[config.mk]
export PLATFORM = sky130hd
export DESIGN_NAME = wash_panel_seq
export DESIGN_NICKNAME = d
export VERILOG_FILES = /design/src/rtl/wash_panel_seq.sv
export SDC_FILE = /design/constraint.sdc
export NUM_CORES = 1
export LEC_CHECK = 0
export ABC_AREA = 1
export BUFFER_PORTS_ARGS = -buffer_cell sky130_fd_sc_hd__clkbuf_2
export CAP_MARGIN = 20
export CORE_ASPECT_RATIO = 1.75
export CORE_UTILIZATION = 59
export CTS_CLUSTER_SIZE = 14
export DETAILED_ROUTE_END_ITERATION = 7
export PLACE_DENSITY = 0.88
export SYNTH_ARGS = -nofsm -noshare
export SYNTH_HDL_FRONTEND = slang
export SYNTH_SLANG_ARGS = --single-unit
[constraint.sdc]
create_clock -name i_clk -period 2.7 [get_ports i_clk]
set_clock_uncertainty 0.15 [all_clocks]
set_input_delay 0.405 -clock i_clk [delete_from_list [all_inputs] [get_ports i_clk]]
set_output_delay 0.405 -clock i_clk [all_outputs]
set_load 0.05 [all_outputs]
[src/rtl/wash_panel_seq.sv]
// Operator-panel sequencer for the washing machine controller: debounces buttons,
// drives request levels, owns door lock, buzzer, LEDs and the run timeout.
module wash_panel_seq #(
   parameter int unsigned DEB_CYCLES     = 4,
   parameter int unsigned REQ_HOLD       = 3,
   parameter int unsigned TIMEOUT_CYCLES = 200,
   parameter int unsigned BUZZ_CYCLES    = 8
) (
   input  logic       i_clk,
   input  logic       i_rst,
   input  logic       i_btn_load,
   input  logic       i_btn_det,
   input  logic       i_btn_start,
   input  logic       i_btn_cancel,
   input  logic       i_water_ok,
   input  logic       i_finish,
   input  logic       i_error,
   output logic       o_clothes,
   output logic       o_det_liquid,
   output logic       o_water_tap,
   output logic       o_door_lock,
   output logic       o_busy,
   output logic       o_buzzer,
   output logic       o_done_led,
   output logic       o_err_led,
   output logic [1:0] o_fault_code
);

   localparam int unsigned DEB_W = $clog2(DEB_CYCLES + 1);
   localparam int unsigned CNT_W = 16;
   localparam int unsigned NBTN  = 4;
   localparam int unsigned B_LOAD   = 0;
   localparam int unsigned B_DET    = 1;
   localparam int unsigned B_START  = 2;
   localparam int unsigned B_CANCEL = 3;

   localparam logic [1:0] CODE_NONE    = 2'b00;
   localparam logic [1:0] CODE_NOWATER = 2'b01;
   localparam logic [1:0] CODE_TIMEOUT = 2'b10;

   typedef enum logic [2:0] {
      S_IDLE,
      S_ARMED,
      S_REQUEST,
      S_RUN,
      S_DONE,
      S_FAULT
   } state_t;

   state_t             r_state;
   state_t             w_state_nxt;
   logic [DEB_W-1:0]   r_deb [NBTN];
   logic [NBTN-1:0]    w_raw;
   logic [NBTN-1:0]    w_press;
   logic [CNT_W-1:0]   r_cnt;
   logic [CNT_W-1:0]   w_cnt_nxt;
   logic               r_load_l;
   logic               r_det_l;
   logic               w_load_nxt;
   logic               w_det_nxt;
   logic [1:0]         w_code_nxt;

   assign w_raw = {i_btn_cancel, i_btn_start, i_btn_det, i_btn_load};

   // Saturating debounce counters; a press fires once, on the cycle the count reaches DEB_CYCLES.
   always_ff @(posedge i_clk) begin
      for (int i = 0; i < int'(NBTN); i++) begin
         if (i_rst || !w_raw[i]) begin
            r_deb[i] <= '0;
         end else if (r_deb[i] != DEB_W'(DEB_CYCLES)) begin
            r_deb[i] <= r_deb[i] + DEB_W'(1);
         end
      end
   end

   always_comb begin
      for (int i = 0; i < int'(NBTN); i++) begin
         w_press[i] = w_raw[i] && (r_deb[i] == DEB_W'(DEB_CYCLES - 1));
      end
   end

   always_ff @(posedge i_clk) begin
      if (i_rst) begin
         r_state  <= S_IDLE;
         r_cnt    <= '0;
         r_load_l <= 1'b0;
         r_det_l  <= 1'b0;
      end else begin
         r_state  <= w_state_nxt;
         r_cnt    <= w_cnt_nxt;
         r_load_l <= w_load_nxt;
         r_det_l  <= w_det_nxt;
      end
   end

   always_comb begin
      w_state_nxt = r_state;
      w_code_nxt  = o_fault_code;
      w_load_nxt  = r_load_l;
      w_det_nxt   = r_det_l;
      w_cnt_nxt   = r_cnt;

      case (r_state)
         S_IDLE: begin
            w_load_nxt = r_load_l | w_press[B_LOAD];
            w_det_nxt  = r_det_l  | w_press[B_DET];
            if (w_load_nxt && w_det_nxt) begin
               w_state_nxt = S_ARMED;
            end
         end
         S_ARMED: begin
            if (w_press[B_CANCEL]) begin
               w_state_nxt = S_IDLE;
            end else if (w_press[B_START]) begin
               if (i_water_ok) begin
                  w_state_nxt = S_REQUEST;
               end else begin
                  w_state_nxt = S_FAULT;
                  w_code_nxt  = CODE_NOWATER;
               end
            end
         end
         S_REQUEST: begin
            if (i_error) begin
               w_state_nxt = S_FAULT;
               w_code_nxt  = CODE_NOWATER;
            end else if (w_press[B_CANCEL]) begin
               w_state_nxt = S_IDLE;
            end else if (r_cnt == CNT_W'(REQ_HOLD - 1)) begin
               w_state_nxt = S_RUN;
            end
         end
         S_RUN: begin
            // finish beats the timeout when both land on the same cycle
            if (i_finish) begin
               w_state_nxt = S_DONE;
            end else if (r_cnt == CNT_W'(TIMEOUT_CYCLES - 1)) begin
               w_state_nxt = S_FAULT;
               w_code_nxt  = CODE_TIMEOUT;
            end
         end
         S_DONE: begin
            if (r_cnt == CNT_W'(BUZZ_CYCLES - 1)) begin
               w_state_nxt = S_IDLE;
            end
         end
         S_FAULT: begin
            if (w_press[B_CANCEL]) begin
               w_state_nxt = S_IDLE;
               w_code_nxt  = CODE_NONE;
            end
         end
         default: begin
            w_state_nxt = S_IDLE;
            w_code_nxt  = CODE_NONE;
         end
      endcase

      if (w_state_nxt == S_IDLE && r_state != S_IDLE) begin
         w_load_nxt = 1'b0;
         w_det_nxt  = 1'b0;
      end

      // One shared counter serves as hold, run timer and buzzer count; it restarts on every state change.
      if (w_state_nxt != r_state) begin
         w_cnt_nxt = '0;
      end else if (r_state == S_REQUEST || r_state == S_RUN || r_state == S_DONE) begin
         w_cnt_nxt = r_cnt + CNT_W'(1);
      end
   end

   // Outputs are registered decodes of the next state.
   always_ff @(posedge i_clk) begin
      if (i_rst) begin
         o_clothes    <= 1'b0;
         o_det_liquid <= 1'b0;
         o_water_tap  <= 1'b0;
         o_door_lock  <= 1'b0;
         o_busy       <= 1'b0;
         o_buzzer     <= 1'b0;
         o_done_led   <= 1'b0;
         o_err_led    <= 1'b0;
         o_fault_code <= CODE_NONE;
      end else begin
         o_clothes    <= (w_state_nxt == S_REQUEST);
         o_det_liquid <= (w_state_nxt == S_REQUEST);
         o_water_tap  <= (w_state_nxt == S_REQUEST);
         o_door_lock  <= (w_state_nxt == S_REQUEST) || (w_state_nxt == S_RUN);
         o_busy       <= (w_state_nxt == S_REQUEST) || (w_state_nxt == S_RUN);
         o_buzzer     <= (w_state_nxt == S_DONE);
         o_done_led   <= (w_state_nxt == S_DONE);
         o_err_led    <= (w_state_nxt == S_FAULT);
         o_fault_code <= w_code_nxt;
      end
   end

endmodule

* After elaboration in Yosys (flattened, before gate mapping)
Memory sizes are Yosys's and may differ from the RTL's.
Cells that the tools add are included.
** Word-level totals
- Input bits :: 9
- Memory bits (writable) :: 12
- Memories :: 1
- Output and inout bits :: 10
- Logic and storage cells :: 118
- Bits in registers :: 27
** Memories
- r_deb :: depth 4, bits a word 3, rd ports 4, clocked after memory_dff 0, write ports 4, line 52 : logic [DEB_W-1:0] r_deb [NBTN];
** Operators by class
- $add $sub $neg :: 5
- Reduce and logical (&&, ||, !) cells :: 24
- Equal/unequal tests :: 28
- Bitwise gates (word level) :: 7
- Muxes and demuxes :: 44
** Operator list (number)
- two-way mux 3 bit :: 15
- == test 3 x 2 -> 1 bit (second input constant) :: 8
- two-way mux 1 bit :: 20
- case mux 3 bit (6 select lines) :: 1
- adder 16 x 1 -> 16 bit (second input constant) :: 1
- == test 16 x 2 -> 1 bit (second input constant) :: 1
- == test 16 x 3 -> 1 bit (second input constant) :: 1
- == test 16 x 8 -> 1 bit (second input constant) :: 1
- two-way mux 2 bit :: 7
- inequality test 2 bit (second input constant) :: 7
- adder 3 x 1 -> 3 bit (second input constant) :: 4
- == test 3 bit (second input constant) :: 4
- inequality test 3 bit (second input constant) :: 4
- case mux 2 bit (5 select lines) :: 1
- AND reduction 8 bit :: 1
- logical OR 1 bit :: 7
- logical AND 1 bit :: 6
- zero test 3 bit :: 2
- OR 1 bit :: 6
- OR reduction 2 bit :: 3
- zero test 1 bit :: 4
- == test 3 x 1 -> 1 bit (second input constant) :: 1
- inequality test 3 bit :: 1
- nonzero test 3 bit :: 1
- NOT 1 bit :: 1

* Longest topological paths before layout
Gate-level depths: netlist of the first run.
- Word-level depth :: 9
- Mapped depth :: 14
- Mapped depth without buffers :: 13

* Worst setup path after synthesis of the first run
OpenSTA, ideal clock, no wires.
- Path kind :: register to register
- Start :: memory r_deb[3][0] (netlist name)
- End :: register r_cnt[1]
- Path buffers :: 1
- Data arrival time :: 1789 ps
- Data required time :: 2428 ps
- Library setup time :: 122 ps
- Period minus slack after synthesis :: 2061 ps
- Setup slack :: 639 ps
- Stages on the path, launching flop included :: 14
- Cell sequence :: edfxtp_1 -> ha_1 -> ha_1 -> nand2_1 -> inv_1 -> nor2_1 -> nand3_1 -> nand2_1 -> nor2_2 -> nand3_1 -> nand2_1 -> nand3b_2 -> buf_6 -> nor3_2
** RTL lines
- start: declaration :: line 52
- end signal: assignment :: line 90 : r_cnt <= w_cnt_nxt;
- end: declaration :: line 55 : logic [CNT_W-1:0] r_cnt;

==> impl_metrics.py, run 1 <==
metrics = {
    "global_routing": {
        "grt_pass1_vias": 1911,
        "grt_max_degree": 17,
        "grt-ovfl-total": 0,
        "grt_pass1_wl_mm": 7.56,
        "antenna_found_initial": 0,
        "grt.total_usage_pct": 24.5,
    },
    "drt": {
        "drc_errors": 0,
        "ant_nets": 0,
        "vias": 1872,
        "vias_per_cell": 5.35,
        "first_iter_violations": 34,
        "wl_per_cell_um": 12.1,
        "dr.pass1.iters": 4,
        "drt_wl_total_mm": 4.23,
    },
    "placement": {
        "routabilityCongestion": 0.944,
        "port_buffers": 18,
        "hpwl_mm": 3.26,
    },
    "worst_hold_path": {
        "hold_end": "r_state[0]$_SDFF_PP0_",
        "hold_path_depth": 2,
        "hold_path_class": "in -> reg",
        "worstHoldStart": "i_rst",
    },
    "logic_synthesis": {
        "yosysWarnings": 0,
        "synthTopCellsByArea": "dfxtp_1, edfxtp_1, nand2_1",
        "syn_nets": 309,
        "ys_ff_latch": 39,
        "avgSynthCellArea_um2": 7.87,
        "ys_seq_area_share_pct": 40.0,
        "synth.cell_area_um2": 2250,
        "synth_cell_types": 30,
        "netlist_instances": 286,
        "synth_top_area_share_pct": 24.0,
        "synth_top_area_cell": "dfxtp_1",
    },
    "die": {
        "fp.dieW_um": 48.7,
        "rows": 29,
        "fp.dieH_um": 83.7,
        "start_util_pct": 62.1,
        "core-area_um2": 3630,
        "io_pins": 19,
        "die_area_um2": 4080,
    },
    "clock_tree": {
        "cts_sinks": 39,
        "cts_tree": "yes",
        "clock_path_buffers": 2,
        "post-cts-setup-buffers": 0,
        "root_buffer": "clkbuf_8",
        "insertion_delay_ns": 0.30,
        "htree_levels": 2,
        "path_clk_slew_ns": 0.08,
        "numCtsBuffers": 5,
    },
    "worst_setup_path": {
        "start_kind": "register",
        "reg2reg_depth": 11,
        "cp-end-kind": "register",
        "r2r_slack_ns": 0.36,
        "worstSetupPathType": "reg -> reg",
        "required_ns": 2.77,
        "reg2reg_to": "r_cnt[7]$_SDFFE_PP0P_",
        "arrival_ns": 2.41,
        "cp_max_fo": 16,
        "timing.rr.start": "r_deb[0][0]$_SDFFCE_PN0P_",
    },
    "power_and_ir_drop": {
        "irDropWorstVdd_uv": 465,
        "power_density_nw_per_um2": 470,
        "cellLeakagePower_nw": 1.11,
        "finalPower_mw": 1.15,
    },
    "sta": {
        "final_max_slew_viol_count": 0,
        "setup_viol": 0,
        "max-slew-margin-rel_pct": 68.2,
        "max_freq_mhz": 428,
        "finalSetupTns_ns": 0,
        "grt_setup_unrepaired": "false",
        "worst_slew_pin_slew_ns": 0.477,
        "min_period_ns": 2.34,
        "timing.final.crit_share_pct": 86.6,
        "hold_viol": 0,
    },
    "final_layout": {
        "fin_nets": 326,
        "fillers": 339,
        "final_cell_mix": "nand2_1, nor2_1, inv_1",
        "n_antenna_cell": 0,
        "final_common_cell": "nand2_1",
        "area_growth_pct": 8.94,
        "multiInputGateArea_um2": 1130,
        "final-seq-area_um2": 901,
        "drive_above_1_share_pct": 15.5,
    },
    "flow_run": {
        "cap_violations": 0,
    },
    "outcome": {
        "status": "finished clean",
    },
}
==> per-layer routing <==
| layer | track usage, % | wire (um) | up-vias |
|---|---|---|---|
| met5 | 0 | 0 | - |
| met4 | 18.7 | 270 | 0 |
| met3 | 5.65 | 146 | 20 |
| met2 | 46.0 | 2350 | 42 |
| met1 | 21.3 | 1460 | 857 |
| li1 | - | - | 953 |
==> stage by stage <==
step	cell area, um2	instances	hold WS (ns)	worst slack (ns)	utilization, %
2_1_floorplan	2250	286	0.302	0.639	-
3_3_place_gp	2330	342	0.318	0.343	64.3
3_5_place_dp	2330	342	0.333	0.257	64.3
4_1_cts	2440	350	0.173	0.195	67.4
5_1_grt	2450	350	0.177	0.161	67.6
6_report	2450	350	0.188	0.362	67.6
==> kinds of logic (layout without fill, tap and decap cells) <==
family / Yosys count / after routing / share of synthesized area, %
AO/OA/AOI/OAI: 15 / 15 / 4.17
XOR/XNOR: 14 / 14 / 5.44
adder cells (fa/ha/maj): 14 / 14 / 7.78
buffers and inverters: 52 / 70 / 10.3
flip-flops: 39 / 39 / 40.0
AND/OR/NAND/NOR: 152 / 152 / 32.3
==> sequential cells by signal, summed over array words and instances, names as in the netlist, 2 cells and up <==
register      count
r_deb            12
r_cnt            16
o_fault_code      2
r_state           3
==> area by class of cell <==
| type | count | area share, % |
|---|---|---|
| clock buffer | 5 | 2.80 |
| multi-input combinational | 195 | 45.9 |
| sequential | 39 | 36.7 |
| tap | 46 | 2.35 |
| clock inverter | 3 | 1.78 |
| timing repair buffer | 18 | 3.67 |
| inverter | 44 | 6.73 |
==> cells in the mapped netlist <==
cell      number
o211a_1        1
nor3_2        10
nor2_1        47
nand2_2        2
nor2_2         2
buf_4          4
dfxtp_1       27
nand3b_2       1
o21ai_1        1
nand4_1       11
nor3_1        10
xnor2_1        5
a21oi_2        1
inv_1         42
xor2_1         9
edfxtp_1      12
buf_6          3
nand2_4        1
nand3_2        1
a211oi_1       1
o21ai_2        1
nand3_1       18
a31oi_1        1
clkbuf_1       1
a21oi_1        3
ha_1          14
o21ai_0        5
o211ai_1       1
nand2_1       49
inv_2          2
==> timing repair <==
action	in CTS	in global routing
hold buffers	0	0
gates resized for setup	0	1
endpoints found under the setup margin	0	5
==> worst max-delay path, cell delays in order, from the launching register on <==
cell      delay, ns
edfxtp_1       0.42
ha_1           0.23
ha_1           0.17
a21oi_1        0.15
nor2_1         0.07
o21ai_1        0.13
nand2_1        0.10
a21oi_2        0.25
nand2_2        0.13
nand2_2        0.09
nand2_4        0.15
nor3_1         0.22
==> worst max-delay path by stage <==
stage | from | end | slack [ns]
2_1_floorplan | r_deb[3][0]$_SDFFCE_PN0P_ | r_cnt[1]$_SDFFE_PP0P_ | 0.64
3_3_place_gp | r_deb[2][0]$_SDFFCE_PN0P_ | r_cnt[7]$_SDFFE_PP0P_ | 0.34
3_5_place_dp | r_deb[3][0]$_SDFFCE_PN0P_ | r_cnt[7]$_SDFFE_PP0P_ | 0.26
4_1_cts | r_deb[3][0]$_SDFFCE_PN0P_ | r_cnt[7]$_SDFFE_PP0P_ | 0.20
5_1_grt | r_deb[2][0]$_SDFFCE_PN0P_ | r_load_l$_SDFFE_PP0P_ | 0.16
6_report | r_deb[0][0]$_SDFFCE_PN0P_ | r_cnt[7]$_SDFFE_PP0P_ | 0.36
==> power breakdown <==
group	internal [mW]	switching, mW	leakage (nW)
Sequential	0.610	0.00502	0.362
Clock	0.275	0.215	0.0581
Combinational	0.0176	0.0310	0.685
Total	0.902	0.251	1.11
(Power assumes the default switching activity.)
==> run 2: changes to the inputs <==
Settings changed: ABC_AREA 1 to default.
==> run 2 against run 1 <==
- cell area grew 0.76%
- combinational power decreased by 7.8%
- core utilization shrank 0.16 points
- die area increased by 0.91%
- critical endpoint is now r_cnt[1]$_SDFFE_PP0P_
- synthesized cell count down 14%
- first-iteration DRC count is 100% higher
- clock power about the same
- fmax decreased by 3.0%
- sequential power about the same
==> impl_metrics.py, run 2 <==
metrics = {
    "final_layout": {
        "area_growth_pct": 8.75,
        "post-route-util_pct": 67.5,
        "reg_top3": "r_cnt (16), r_deb (12), r_state (3)",
        "final_common_cell": "dfxtp_1",
        "fin_nets": 286,
        "n_antenna_cell": 0,
        "largest-register": "r_cnt",
        "largest_register_ffs": 16,
        "final_cells": 310,
        "final_cell_mix": "dfxtp_1, nand2_1, nor2_1, clkbuf_2, inv_1",
        "drive_above_1_share_pct": 17.4,
    },
    "worst_setup_path": {
        "cp_num_buf_inv": 0,
        "cp_cell_sequence": "ha_1 -> ha_1 -> a21oi_1 -> nor2b_1 -> o21ai_0 -> a311o_2 -> a2111oi_2",
        "crit_slowest_cell": "a311o_2",
        "worst_path_dominant_cell_family": "compound AO/OA/AOI/OAI gates",
        "required_ns": 2.75,
        "arrival_ns": 2.46,
        "reg2reg_depth": 7,
        "cp_common_cell": "ha_1",
        "timing.rr.start": "r_deb[3][0]$_SDFFCE_PN0P_",
        "reg2reg_to": "r_cnt[1]$_SDFFE_PP0P_",
        "start_kind": "register",
        "cp-end-kind": "register",
        "crit_path_max_incr_delay_ns": 0.49,
        "r2r_slack_ns": 0.29,
        "worstSetupPathType": "reg -> reg",
        "cp_max_fo": 16,
    },
    "die": {
        "io_pins": 19,
        "rows": 29,
        "core-area_um2": 3660,
        "fp.dieH_um": 84.1,
        "die_area_um2": 4120,
        "fp.dieW_um": 48.9,
        "start_util_pct": 62.0,
    },
    "flow_run": {
        "cap_violations": 0,
    },
    "sta": {
        "timing.final.crit_share_pct": 89.3,
        "final_max_slew_viol_count": 0,
        "worst_slew_pin_slew_ns": 0.542,
        "min_period_ns": 2.41,
        "max_freq_mhz": 415,
        "setup_viol": 0,
        "finalSetupTns_ns": 0,
        "hold_viol": 0,
        "max-slew-margin-rel_pct": 63.6,
        "grt_setup_unrepaired": "false",
    },
    "drt": {
        "wl_per_cell_um": 14.2,
        "ant_nets": 0,
        "drc_errors": 0,
        "vias": 1813,
        "drt_wl_total_mm": 4.41,
        "dr.pass1.iters": 4,
        "first_iter_violations": 68,
        "vias_per_cell": 5.85,
    },
    "placement": {
        "hpwl_mm": 3.31,
        "routabilityCongestion": 0.958,
        "port_buffers": 18,
        "place_inst": 302,
    },
    "power_and_ir_drop": {
        "power_density_nw_per_um2": 464,
        "irDropWorstVdd_uv": 566,
        "cellLeakagePower_nw": 0.978,
    },
    "clock_tree": {
        "htree_levels": 2,
        "cts_tree": "yes",
        "holdBufCountCts": 0,
        "clock_path_buffers": 2,
        "path_clk_slew_ns": 0.08,
        "post-cts-setup-buffers": 0,
        "numCtsBuffers": 5,
        "root_buffer": "clkbuf_8",
        "cts_resized": 0,
        "insertion_delay_ns": 0.30,
        "cts_sinks": 39,
    },
    "global_routing": {
        "grt_pass1_wl_mm": 7.60,
        "antenna_found_initial": 0,
        "grt_max_degree": 17,
        "grt_pass1_vias": 1817,
        "grt.total_usage_pct": 23.9,
        "grt-ovfl-total": 0,
    },
    "logic_synthesis": {
        "synth_top_area_cell": "dfxtp_1",
        "ys_async_sr_fraction_pct": 0,
        "synth_top_cells_by_count": "dfxtp_1, nand2_1, nor2_1, inv_1, ha_1",
        "synthTopCellsByArea": "dfxtp_1, edfxtp_1, ha_1",
        "synth.cell_area_um2": 2270,
        "synth_cell_types": 47,
        "synth_top_area_share_pct": 23.8,
        "syn_nets": 269,
        "yosysWarnings": 0,
        "ys_ff_latch": 39,
        "synth_edf_count": 12,
        "synth_flop_cell": "dfxtp_1",
        "synth_most_common_cell": "dfxtp_1",
        "ys_seq_area_share_pct": 39.6,
        "avgSynthCellArea_um2": 9.24,
        "netlist_instances": 246,
    },
    "worst_hold_path": {
        "hold_path_class": "reg -> reg",
        "hold_path_depth": 2,
        "worstHoldStart": "o_fault_code[0]$_SDFFE_PP0P_",
        "hold_end": "o_fault_code[0]$_SDFFE_PP0P_",
    },
    "outcome": {
        "status": "finished clean",
    },
}
-- run 2: changes by cell type in the layout (fill, tap and decap cells not counted), sizes merged, moves of 6 or more --
cell	change
and3	+6
nand4	-6
nand2	-33
nand3	-7
nor2	-31
inv	-26
nor2b	+11
-- run 2: power breakdown --
| group | internal (mW) | switching, mW |
|---|---|---|
| clock network | 0.278 | 0.212 |
| logic | 0.0172 | 0.0276 |
| registers | 0.608 | 0.00463 |
| total | 0.903 | 0.245 |
-- run 2: logic make-up (layout without fill, tap and decap cells) --
family | count (synthesis) | after routing | synth area share [%]
and+or+nand+nor | 114 | 114 | 29.1
DFF | 39 | 39 | 39.6
AOI/OAI and AO/OA | 35 | 35 | 10.8
buffers and inverters | 29 | 47 | 6.93
xor gates and xnor gates | 15 | 15 | 5.78
adders and majority gates | 14 | 14 | 7.71
-- run 2: cell type report --
class                           count  area, um2
Sequential cell                    39        901
Multi-Input combinational cell    178       1210
Fill cell                         308       1190
Timing Repair Buffer               22        120
Tap cell                           46       57.6
Inverter                           17       63.8
Clock buffer                        5       68.8
Clock inverter                      3       46.3
-- run 2: metrics by stage --
| stage | total power, mW | hold WS (ns) | area, um2 | setup WS [ns] |
|---|---|---|---|---|
| finish | 1.15 | 0.338 | 2470 | 0.289 |
| floorplan | 0.654 | 0.378 | 2270 | 0.538 |
| CTS | 1.16 | 0.344 | 2470 | 0.302 |
| global placement | 0.669 | 0.323 | 2360 | 0.345 |
| detailed placement | 0.671 | 0.330 | 2360 | 0.322 |
| global route | 1.19 | 0.359 | 2470 | 0.128 |
-- run 2: worst register-to-register path: stages (launching register included) --
cell	delay, ns
edfxtp_1	0.42
ha_1	0.22
ha_1	0.20
a21oi_1	0.31
nor2b_1	0.17
o21ai_0	0.09
a311o_2	0.49
a2111oi_2	0.25
-- run 2: layer usage --
metal | vias to the layer above | part of all wire (%) | global-route usage (%)
li1 | 909 | - | -
met1 | 841 | 38 | 24.1
met2 | 52 | 56 | 44.8
met3 | 11 | 3.5 | 3.46
met4 | 0 | 2.6 | 14.2
met5 | - | 0 | 0
-- run 2: worst max-delay path by stage --
stage	cells past startpoint	endpoint	slack [ns]	start
after floorplan	8	r_cnt[0]$_SDFFE_PP0P_	0.54	r_deb[3][0]$_SDFFCE_PN0P_
after global placement	7	r_cnt[1]$_SDFFE_PP0P_	0.35	r_deb[3][0]$_SDFFCE_PN0P_
after detailed placement	7	r_cnt[5]$_SDFFE_PP0P_	0.32	r_deb[2][0]$_SDFFCE_PN0P_
after CTS	7	r_cnt[5]$_SDFFE_PP0P_	0.30	r_deb[2][0]$_SDFFCE_PN0P_
after global routing	7	r_cnt[9]$_SDFFE_PP0P_	0.13	r_deb[3][0]$_SDFFCE_PN0P_
final	7	r_cnt[1]$_SDFFE_PP0P_	0.29	r_deb[3][0]$_SDFFCE_PN0P_
